`src/rtl/mux_scan_ctrl.sv`:
```
// Channel scanner in front of a 2**swidth:1 mux: walks the enabled channels,
// samples the mux output one cycle after each select change, and hands words out over valid/ready.
module mux_scan_ctrl #(
  parameter int width  = 4,
  parameter int swidth = 4
) (
  input  logic                     clk,
  input  logic                     rst,
  input  logic                     start,
  input  logic                     mode,
  input  logic                     stop,
  input  logic [(1<<swidth)-1:0]   en_mask,
  input  logic [width-1:0]         mux_o,
  output logic [swidth-1:0]        sel,
  output logic [width-1:0]         out_data,
  output logic [swidth-1:0]        out_ch,
  output logic                     out_valid,
  input  logic                     out_ready,
  output logic                     busy,
  output logic                     done
);

  localparam int nch = 1 << swidth;

  typedef enum logic [1:0] {
    IDLE   = 2'd0,
    SETTLE = 2'd1,
    OUTPUT = 2'd2
  } state_t;

  state_t              state_q, state_d;
  logic [nch-1:0]      mask_q, mask_d;
  logic                mode_q, mode_d;
  logic                stop_req_q, stop_req_d;
  logic [swidth-1:0]   sel_q, sel_d;
  logic [width-1:0]    out_data_q, out_data_d;
  logic [swidth-1:0]   out_ch_q, out_ch_d;
  logic                out_valid_q, out_valid_d;
  logic                busy_q, busy_d;
  logic                done_q, done_d;

  // Enabled channels strictly above the current select; feeds the next-channel search.
  logic [nch-1:0] above_mask;

  genvar gi;
  generate
    for (gi = 0; gi < nch; gi++) begin : g_above
      localparam logic [swidth-1:0] idx = swidth'(gi);
      assign above_mask[gi] = mask_q[gi] && (idx > sel_q);
    end
  endgenerate

  function automatic logic [swidth-1:0] lowest_set(input logic [nch-1:0] m);
    lowest_set = '0;
    for (int i = nch - 1; i >= 0; i--) begin
      if (m[i]) lowest_set = swidth'(i);
    end
  endfunction

  always_comb begin
    state_d     = state_q;
    mask_d      = mask_q;
    mode_d      = mode_q;
    stop_req_d  = stop_req_q;
    sel_d       = sel_q;
    out_data_d  = out_data_q;
    out_ch_d    = out_ch_q;
    out_valid_d = out_valid_q;
    done_d      = 1'b0;

    if (state_q != IDLE && stop) stop_req_d = 1'b1;

    case (state_q)
      IDLE: begin
        if (start) begin
          if (|en_mask) begin
            mask_d     = en_mask;
            mode_d     = mode;
            stop_req_d = 1'b0;
            sel_d      = lowest_set(en_mask);
            state_d    = SETTLE;
          end else begin
            done_d = 1'b1;
          end
        end
      end
      SETTLE: begin
        out_data_d  = mux_o;
        out_ch_d    = sel_q;
        out_valid_d = 1'b1;
        state_d     = OUTPUT;
      end
      OUTPUT: begin
        if (out_valid_q && out_ready) begin
          out_valid_d = 1'b0;
          if (stop_req_q || stop) begin
            state_d = IDLE;
            done_d  = 1'b1;
          end else if (|above_mask) begin
            sel_d   = lowest_set(above_mask);
            state_d = SETTLE;
          end else if (mode_q) begin
            // Wrap back to the first enabled channel without an extra cycle.
            sel_d   = lowest_set(mask_q);
            state_d = SETTLE;
          end else begin
            state_d = IDLE;
            done_d  = 1'b1;
          end
        end
      end
      default: begin
        state_d = IDLE;
      end
    endcase

    busy_d = (state_d != IDLE);
  end

  always_ff @(posedge clk) begin
    if (rst) begin
      state_q     <= IDLE;
      mask_q      <= '0;
      mode_q      <= 1'b0;
      stop_req_q  <= 1'b0;
      sel_q       <= '0;
      out_data_q  <= '0;
      out_ch_q    <= '0;
      out_valid_q <= 1'b0;
      busy_q      <= 1'b0;
      done_q      <= 1'b0;
    end else begin
      state_q     <= state_d;
      mask_q      <= mask_d;
      mode_q      <= mode_d;
      stop_req_q  <= stop_req_d;
      sel_q       <= sel_d;
      out_data_q  <= out_data_d;
      out_ch_q    <= out_ch_d;
      out_valid_q <= out_valid_d;
      busy_q      <= busy_d;
      done_q      <= done_d;
    end
  end

  assign sel       = sel_q;
  assign out_data  = out_data_q;
  assign out_ch    = out_ch_q;
  assign out_valid = out_valid_q;
  assign busy      = busy_q;
  assign done      = done_q;

endmodule

```
`config.mk`:
```
export PLATFORM = sky130hd
export DESIGN_NAME = mux_scan_ctrl
export DESIGN_NICKNAME = d
export VERILOG_FILES = /design/src/rtl/mux_scan_ctrl.sv
export SDC_FILE = /design/constraint.sdc
export NUM_CORES = 1
export LEC_CHECK = 0
export ABC_CLOCK_PERIOD_IN_PS = 3000
export BUFFER_PORTS_ARGS = -buffer_cell sky130_fd_sc_hd__buf_2
export CAP_MARGIN = 20
export CORE_AREA = 2 2 84 86
export DETAILED_ROUTE_END_ITERATION = 12
export DIE_AREA = 0 0 86 88
export GPL_ROUTABILITY_DRIVEN = 0
export PLACE_DENSITY = 0.54
export SLEW_MARGIN = 5
export SYNTH_ARGS = -nofsm -noshare
export SYNTH_HDL_FRONTEND = slang
export SYNTH_SLANG_ARGS = --single-unit
```
`constraint.sdc`:
```
create_clock -name clk -period 3 [get_ports clk]
set_clock_uncertainty 0.15 [all_clocks]
set_input_delay 0.6 -clock clk [delete_from_list [all_inputs] [get_ports clk]]
set_output_delay 0.6 -clock clk [all_outputs]
set_load 0.02 [all_outputs]
```
==> flow_summary_export.csv <==
group,metric,value,unit
outcome,outcome,"finished, final reports clean",
timing,fmax,0.369,GHz
critical_path,r2r-start,"sel[2]$_SDFFE_PP0P_",
yosys,avgSynthCellArea,8.08,um^2
timing,relSlewSlack,57.8,%
global_route,grt_pass1_vias,1874,
finish,area_growth,15.4,%
place,dpl.hpwl,4270,um
critical_path,crit_fanout,11,
cts,numClockSinks,35,
cts,cts_made_buffers,5,
yosys,ys_seq_elements,35,
critical_path,crit_path_top_delay_cell,"dfxtp_1",
yosys,synth_area,2160,um^2
critical_path,cp_num_buf_inv,1,
critical_path,crit_chain,"buf_4 -> a2bb2oi_2 -> o21ai_1 -> nand2_1 -> or3_1 -> o311ai_4 -> nor2_2 -> a221oi_2",
critical_path,cp_data_arrival_time,2.76,ns
timing,hold_viol,0,
global_route,antenna_found_initial,0,
cts,cts_root_buf,"clkbuf_8",
routing,num_vias,2111,
timing,period_needed,2.71,ns
cts,postCtsSetupBuffers,0,
floorplan,row_count,30,
power_and_ir_drop,ir_drop,0.226,mV
yosys,synth-edff-count,0,
global_route,grt_use_total,15.2,%
routing,drtIter0Drc,135,
routing,viasPerCell,5.44,
floorplan,ios,41,
hold_path,hp-class,"flop to flop",
critical_path,cp_top_family,"compound AO/OA/AOI/OAI gates",
power_and_ir_drop,p_leak,1.03,nW
power_and_ir_drop,power_density,489,nW/um^2
floorplan,die_area,7570,um^2
timing,tightest_slew,0.634,ns
routing,avgRoutedWirePerCell,14.5,um
cts,clk_latency,0.29,ns
finish,n_antenna_cell,0,
routing,dr.pass1.iters,5,
yosys,syn_inst,268,
yosys,synth.area.top_cells,"dfxtp_1 32%, mux2i_1 8.3%, nor2_1 6.4%",
finish,num-nets-final,334,
timing,timing.setup.tns,0,ns
global_route,grt_max_degree,35,
hold_path,hp-start,"out_ch[3]$_SDFFE_PP0P_",
critical_path,critPathKind,"flop to flop",
timing,slew_viol_final,0,
timing,setup_violations,0,
floorplan,start_util,32.6,%
routing,ant_nets,0,
routing,drc,0,
yosys,yosys_warnings,0,
yosys,yosysMostFrequentCell,"nor2_1",
yosys,synth_seq_area_share,32.4,%
cts,clockBufferDepth,2,
yosys,synthTopCellsByCount,"37 x nor2_1, 35 x dfxtp_1, 28 x nand2_1",
cts,htreeDepth,2,
floorplan,die_h,88,um
routing,drt-total-wl,5630,um
finish,drive_gt1_share,23.7,%
critical_path,critPathMaxStageDelay,0.58,ns
cts,postCtsHoldBufs,0,
run,cap_violations,0,
yosys,yosysTopAreaCellShare,32.4,%
cts,cts_resized,0,
yosys,yosysTopAreaCell,"dfxtp_1",
cts,path_clk_slew,0.07,ns
critical_path,cp-start-kind,"flop",
global_route,grt_pass1_wl,9150,um
yosys,yosysUniqueCellTypes,64,
critical_path,critPathLaunch,"sel[2]$_SDFFE_PP0P_",
timing,post-route-period-util,90.4,%
power_and_ir_drop,power,1.22,mW
floorplan,die_w,86,um
cts,cts_tree,"done",
yosys,ys_async_sr_fraction,0,%
place,io_buffers,40,
floorplan,core,6640,um^2
timing,rsz0062_at_grt,"no",
global_route,grt_overflow,0,
timing,hold_slack,0.305,ns
yosys,syn_nets,294,
critical_path,crit_required,3.05,ns
yosys,ys.flop_type,"dfxtp_1",
critical_path,worstSetupEndpointType,"flop",
where the power goes:
group	switching (mW)	internal, mW
Combinational	0.175	0.144
Sequential	0.0519	0.496
Clock	0.174	0.180
worst reg2reg max path, stage by stage (launching register included):
cell	delay (ns)
dfxtp_1	0.58
buf_4	0.24
a2bb2oi_2	0.06
o21ai_1	0.19
nand2_1	0.11
or3_1	0.50
o311ai_4	0.47
nor2_2	0.09
a221oi_2	0.25
sequential cells by signal, summed over array words and instances, names as in the netlist, 2 cells and up:
name      count
out_ch        4
mask_q       16
state_q       2
out_data      4
sel           4
worst paths after layout:
| path | end | slack (ns) | cells after the start |
|---|---|---|---|
| worst max-delay path | sel[1]$_SDFFE_PP0P_ | 0.29 | 8 |
| worst min-delay path | out_ch[3]$_SDFFE_PP0P_ | 0.30 | 2 |
| worst max register to register | sel[1]$_SDFFE_PP0P_ | 0.29 | 8 |
| worst min register to register | out_ch[3]$_SDFFE_PP0P_ | 0.30 | 2 |
cell families after synthesis:
kind of cell,share of synthesized area [%]
buf+inv,7.92
flops,32.4
mux,8.32
simple gates,23.5
compound gates,27.9
cells in the final DEF, fill, tap and decap left out, types with 5 or more instances in the layout:
cell type,synthesis,routed
nor2_1,37,37
nor3_1,8,8
buf_4,2,9
nor2b_1,5,5
nor4_1,5,5
mux2i_1,18,18
dfxtp_1,35,35
o21ai_0,7,7
a21oi_1,23,23
clkbuf_8,1,6
buf_2,0,40
inv_1,13,13
nand2_1,28,28
layer usage:
metal	GRT usage [%]	vias to the layer above	share of wire, %
met5	0	-	0
met4	4.76	0	1.2
met3	2.92	7	4.7
met2	23.5	64	44
met1	21.4	980	50
li1	-	1060	-
metrics by stage:
step / area [um^2] / setup slack [ns] / utilization (%) / instances
2_1_floorplan: 2160 / 0.426 / - / 268
3_5_place_dp: 2410 / 0.142 / 36.3 / 381
5_1_grt: 2500 / 0.104 / 37.6 / 388
3_3_place_gp: 2410 / 0.157 / 36.3 / 381
6_report: 2500 / 0.288 / 37.6 / 388
4_1_cts: 2500 / 0.300 / 37.6 / 388
cell type report:
cell class | instances | area [um^2]
fill | 714 | 4150
multi-input combinational | 204 | 1290
sequential | 35 | 701
timing repair buffer | 49 | 268
tap | 80 | 100
clock buffer | 6 | 82.6
inverter | 13 | 48.8
clock inverter | 1 | 5.00
Note: power is estimated with default switching activity, not from simulation.
